$ cat src/rtl/mips_cpu_pc_sequencer.sv
// Program-counter sequencer for the Harvard MIPS core: reset vector, +4 fetch,
// one-slot branch delay, stall hold and halt. Optional macro: MISALIGN_EXC_EN.
module mips_cpu_pc_sequencer #(
   parameter logic [31:0] RESET_VECTOR = 32'hBFC00000,
   parameter logic [31:0] HALT_ADDR    = 32'h00000000,
`ifdef MISALIGN_EXC_EN
   parameter logic [31:0] EXC_VECTOR   = 32'hBFC00180,
`endif
   parameter int          CNT_W        = 32
) (
   input  logic             clk,
   input  logic             reset,
   input  logic             clk_enable,
   input  logic             stall,
   input  logic             redirect_valid,
   input  logic [31:0]      redirect_target,
   output logic [31:0]      instr_address,
   output logic             active,
   output logic             in_delay_slot,
   output logic [31:0]      link_addr,
   output logic             ds_redirect_err,
   output logic             exc_pulse,
   output logic [CNT_W-1:0] retired_count
);

   typedef enum logic [1:0] {
      ST_RUN    = 2'd0,
      ST_DELAY  = 2'd1,
      ST_HALTED = 2'd2
   } state_t;

   state_t             r_state, w_state_nxt;
   logic [31:0]        r_pc, w_pc_nxt;
   logic [31:0]        r_pend, w_pend_nxt;
   logic               r_ds_err, w_ds_err_nxt;
   logic               r_exc, w_exc_nxt;
   logic [CNT_W-1:0]   r_count, w_count_nxt;
   logic               w_adv;
   logic [31:0]        w_redir_tgt;
   logic               w_redir_exc;
   logic               r_pend_exc, w_pend_exc_nxt;

`ifdef MISALIGN_EXC_EN
   assign w_redir_exc = (redirect_target[1:0] != 2'b00);
   assign w_redir_tgt = w_redir_exc ? EXC_VECTOR : redirect_target;
`else
   assign w_redir_exc = 1'b0;
   assign w_redir_tgt = redirect_target & ~32'h3;
`endif

   assign w_adv = clk_enable & ~stall & (r_state != ST_HALTED);

   // NOTE: every next-state value gets its hold default first, so no path can infer a latch.
   always_comb begin
      w_state_nxt    = r_state;
      w_pc_nxt       = r_pc;
      w_pend_nxt     = r_pend;
      w_pend_exc_nxt = r_pend_exc;
      w_ds_err_nxt   = r_ds_err;
      w_exc_nxt      = 1'b0;
      w_count_nxt    = r_count;
      if (w_adv) begin
         w_count_nxt = r_count + CNT_W'(1);
         case (r_state)
            ST_RUN: begin
               w_pc_nxt = r_pc + 32'd4;
               if (redirect_valid) begin
                  w_pend_nxt     = w_redir_tgt;
                  w_pend_exc_nxt = w_redir_exc;
                  w_state_nxt    = ST_DELAY;
               end
            end
            ST_DELAY: begin
               w_pc_nxt = r_pend;
               if (redirect_valid) w_ds_err_nxt = 1'b1;
               // The halt check sees the already-substituted target.
               if (r_pend == HALT_ADDR) begin
                  w_state_nxt = ST_HALTED;
               end else begin
                  w_state_nxt = ST_RUN;
                  w_exc_nxt   = r_pend_exc;
               end
            end
            default: w_state_nxt = ST_RUN;
         endcase
      end
   end

   // NOTE: sequential state uses non-blocking assignments so all registers update together.
   always_ff @(posedge clk) begin
      if (reset) begin
         r_state    <= ST_RUN;
         r_pc       <= RESET_VECTOR;
         r_pend     <= 32'd0;
         r_pend_exc <= 1'b0;
         r_ds_err   <= 1'b0;
         r_exc      <= 1'b0;
         r_count    <= '0;
      end else begin
         r_state    <= w_state_nxt;
         r_pc       <= w_pc_nxt;
         r_pend     <= w_pend_nxt;
         r_pend_exc <= w_pend_exc_nxt;
         r_ds_err   <= w_ds_err_nxt;
         r_exc      <= w_exc_nxt;
         r_count    <= w_count_nxt;
      end
   end

   assign instr_address   = r_pc;
   assign active          = (r_state != ST_HALTED);
   assign in_delay_slot   = (r_state == ST_DELAY);
   assign link_addr       = r_pc + 32'd8;
   assign ds_redirect_err = r_ds_err;
   assign exc_pulse       = r_exc;
   assign retired_count   = r_count;

endmodule

$ cat config.mk
export PLATFORM = sky130hd
export DESIGN_NAME = mips_cpu_pc_sequencer
export DESIGN_NICKNAME = d
export VERILOG_FILES = /design/src/rtl/mips_cpu_pc_sequencer.sv
export SDC_FILE = /design/constraint.sdc
export NUM_CORES = 1
export LEC_CHECK = 0
export ABC_AREA = 1
export CAP_MARGIN = 20
export CORE_ASPECT_RATIO = 0.5
export CORE_UTILIZATION = 54
export CTS_BUF_LIST = sky130_fd_sc_hd__clkbuf_16
export DETAILED_ROUTE_END_ITERATION = 12
export GPL_ROUTABILITY_DRIVEN = 0
export GPL_TIMING_DRIVEN = 1
export PLACE_DENSITY = 0.86
export RECOVER_POWER = 50
export SETUP_SLACK_MARGIN = 0.4
export SLEW_MARGIN = 0
export SYNTH_ARGS = -nofsm -noshare
export SYNTH_HDL_FRONTEND = slang
export SYNTH_SLANG_ARGS = --single-unit
$ cat constraint.sdc
create_clock -name clk -period 5 [get_ports clk]
set_input_delay 1 -clock clk [delete_from_list [all_inputs] [get_ports clk]]
set_output_delay 1 -clock clk [all_outputs]
set_load 0.01 [all_outputs]
==> impl_metrics.csv <==
group,metric,value,unit
place,placed_area,7070,um^2
status,failed_checks,"capacitance limit, slew limit",
detailed_routing,drc,0,
pwr,combPwrFrac,12.3,%
setup_path,critPathRequiredTime,4000,ps
detailed_routing,post_drt_wl_per_cell,14.7,um
pwr,p_clk_share,41.8,%
detailed_routing,vias,6427,
floorplanning,floorplan.die_area,11000,um^2
setup_path,crit_path_end,"link_addr[23]",
setup_path,crit_fanout,6,
synth,synth-main-ff-cell,"dfxtp_1",
global_routing,grt_max_degree,56,
global_routing,antenna_found_initial,0,
detailed_routing,drt_iter0_drc,472,
pwr,power.net_switching,0.000449,W
detailed_routing,first_pass_iters,5,
pwr,powerDensity,239,nW/um^2
sta,slew_violations,44,
sta,clock.fmax,0.274,GHz
pwr,power.internal,0.00131,W
pwr,p_total,0.00176,W
synth,ys_ff_latch,95,
pwr,peakVddDrop,0.161,mV
setup_path,reg2reg_depth,11,
floorplanning,placementRows,26,
setup_path,r2r-end,"retired_count[23]",
setup_path,setup.worst_path.class,"reg -> out",
place,hpwlAfterDp,12.4,mm
flow_run,cap_violations,1,
final_layout,fin_area,7370,um^2
final_layout,n_antenna_cell,0,
cts,ctsHoldBuffers,0,
synth,ys_warn_count,0,
final_layout,fin_nets,1060,
cts,clockBufferDepth,2,
setup_path,critPathLaunchType,"flop",
synth,seq_area_frac_synth,33.3,%
worst_hold_path,hp-class,"reg -> reg",
floorplanning,start_util,55.8,%
sta,tightest_slew,1970,ps
place,port_buffers,129,
synth,synth_edf_count,0,
cts,cts_tree,"done",
setup_path,r2r_start,"r_state[0]",
sta,setup_viol,0,
sta,slew_headroom,-31.0,%
floorplanning,core_area,10200,um^2
cts,insertion_delay,350,ps
global_routing,grt_pass1_vias,5646,
cts,cts_setup_buffers,0,
detailed_routing,detail_route.vias_per_cell,5.52,
setup_path,critPathLaunch,"instr_address[4]",
detailed_routing,ant_nets,0,
pwr,swShare,25.5,%
cts,clk_pin_slew,70,ps
floorplanning,io_pins,137,
sta,clock_skew,7.92,ps
cts,root_buffer,"clkbuf_16",
final_layout,drive_gt1_share,5.96,%
status,status,"complete, but fails checks",
sta,period_needed,3640,ps
floorplanning,die_h,74.7,um
setup_path,arrival,2640,ps
cts,cts_resized,0,
detailed_routing,drt_wl_total,17.1,mm
pwr,leakage,2.89,nW
global_routing,grt_remaining_overflow,0,
sta,fin_ws,1360,ps
cts,cts_made_buffers,9,
global_routing,grt_pass1_wl,27.1,mm
final_layout,area_growth,29.0,%
synth,netlist_area,5710,um^2
sta,fin_tns_setup,0,ps
synth,synth_async_sr_flop_share,0,%
synth,avgSynthCellArea,6.31,um^2
sta,fin_crit_sh,72.9,%
cts,h-tree-depth,3,
pwr,p_seq_share,45.9,%
place,dp_slack,1600,ps
sta,finalHoldViolations,0,
setup_path,ff2ff_setup_slack,1500,ps
synth,netlist-cell-type-count,36,
synth,syn_inst,905,
sta,rsz0062_at_grt,"false",
setup_path,endpoint_kind,"output pin",
cts,clock-sinks,95,
global_routing,grtUsageTotal,31.4,%
floorplanning,fp.dieW,147,um
critical path, stage by stage, from the launching register on:
cell and delay, ps:
dfxtp_1 440, ha_1 300, inv_1 120, nor2_4 190
inv_2 60, nor2_4 180, nand3_1 140, nor2_1 140
xor2_1 160, clkdlybuf4s50_1 560
state kept, by name, indices dropped and copies added, names as in the netlist:
name and flops:
ds_redirect_err 1, r_state 2, retired_count 32, instr_address 30
r_pend 30
per-stage QoR:
stage	hold WS [ps]	util (%)	cells
after global placement	452	69.0	1149
after floorplan	440	-	909
after global routing	495	71.9	1164
after CTS	475	72.1	1164
after detailed placement	466	69.0	1149
final	469	71.9	1164
synth_stat cells, drive strengths merged, types with 3 or more instances:
| master | instances | area share [%] |
|---|---|---|
| clkbuf | 19 | 1.2 |
| inv | 96 | 6.3 |
| nor2 | 143 | 11 |
| xnor2 | 3 | 0.46 |
| o21ai | 66 | 5.8 |
| dfxtp | 95 | 33 |
| a211oi | 3 | 0.39 |
| nand3 | 54 | 4.9 |
| a21oi | 86 | 7.6 |
| nor3 | 11 | 1.3 |
| nand2 | 244 | 16 |
| ha | 3 | 0.66 |
| nand3b | 10 | 1.3 |
| xor2 | 28 | 4.3 |
| buf | 14 | 1.4 |
| nand4 | 17 | 1.9 |
routing by layer:
metal | track usage, % | routed length (um) | vias up
met5 | 0 | 0 | -
met4 | 12.5 | 367 | 0
met3 | 6.91 | 1650 | 37
met2 | 54.2 | 7900 | 334
met1 | 39.2 | 7190 | 2933
li1 | - | - | 3123
cells by family (layout without fill, tap and decap cells):
logic type	after synthesis	count (layout)	synth area share, %
flip-flops	95	95	33.3
buffers and inverters	130	245	9.07
AO/OA/AOI/OAI	163	163	14.8
adder cells (fa/ha/maj)	3	3	0.657
XOR/XNOR	31	31	4.75
other	1	5	0.0656
AND/OR/NAND/NOR	482	482	37.4
worst min-delay path by stage:
stage	start	to	slack, ps	cells after the start
global route	r_pend[22]	r_pend[22]	500	2
CTS	r_pend[2]	r_pend[2]	480	2
detailed placement	ds_redirect_err	ds_redirect_err	470	2
floorplan	r_pend[9]	r_pend[9]	440	2
finish	ds_redirect_err	ds_redirect_err	470	2
global placement	ds_redirect_err	ds_redirect_err	450	2
cell usage in the layout (no fill, tap or decap), drive strengths merged:
cell type	n
nand2	244
nor2	143
inv	98
dfxtp	95
a21oi	86
clkdlybuf4s50	70
o21ai	66
dlygate4sd3	59
nand3	54
xor2	28
nand4	17
nor3	11
nand3b	10
clkbuf	10
conb	5
a211oi	3
xnor2	3
ha	3
buf	3
clkinv	3
o22ai	2
a31oi	2
and3	2
bufinv	2
o21bai	1
o21a	1
a221oi	1
o31ai	1
nor4	1
final cells by class:
| type | instances | area [um^2] |
|---|---|---|
| Clock buffer | 9 | 225 |
| Timing Repair Buffer | 133 | 1320 |
| Sequential cell | 95 | 1900 |
| Inverter | 97 | 364 |
| Fill cell | 846 | 2880 |
| Clock inverter | 6 | 86.3 |
| Tap cell | 140 | 175 |
| Multi-Input combinational cell | 684 | 3300 |
power groups by stage:
stage               Sequential (W)  Combinational, W  Clock (W)
floorplan                 0.000821          0.000120          0
global placement          0.000824          0.000212          0
detailed placement        0.000825          0.000217          0
CTS                       0.000808          0.000219   0.000743
global route              0.000811          0.000237   0.000779
finish                    0.000808          0.000217   0.000736
(Power assumes the default switching activity.)
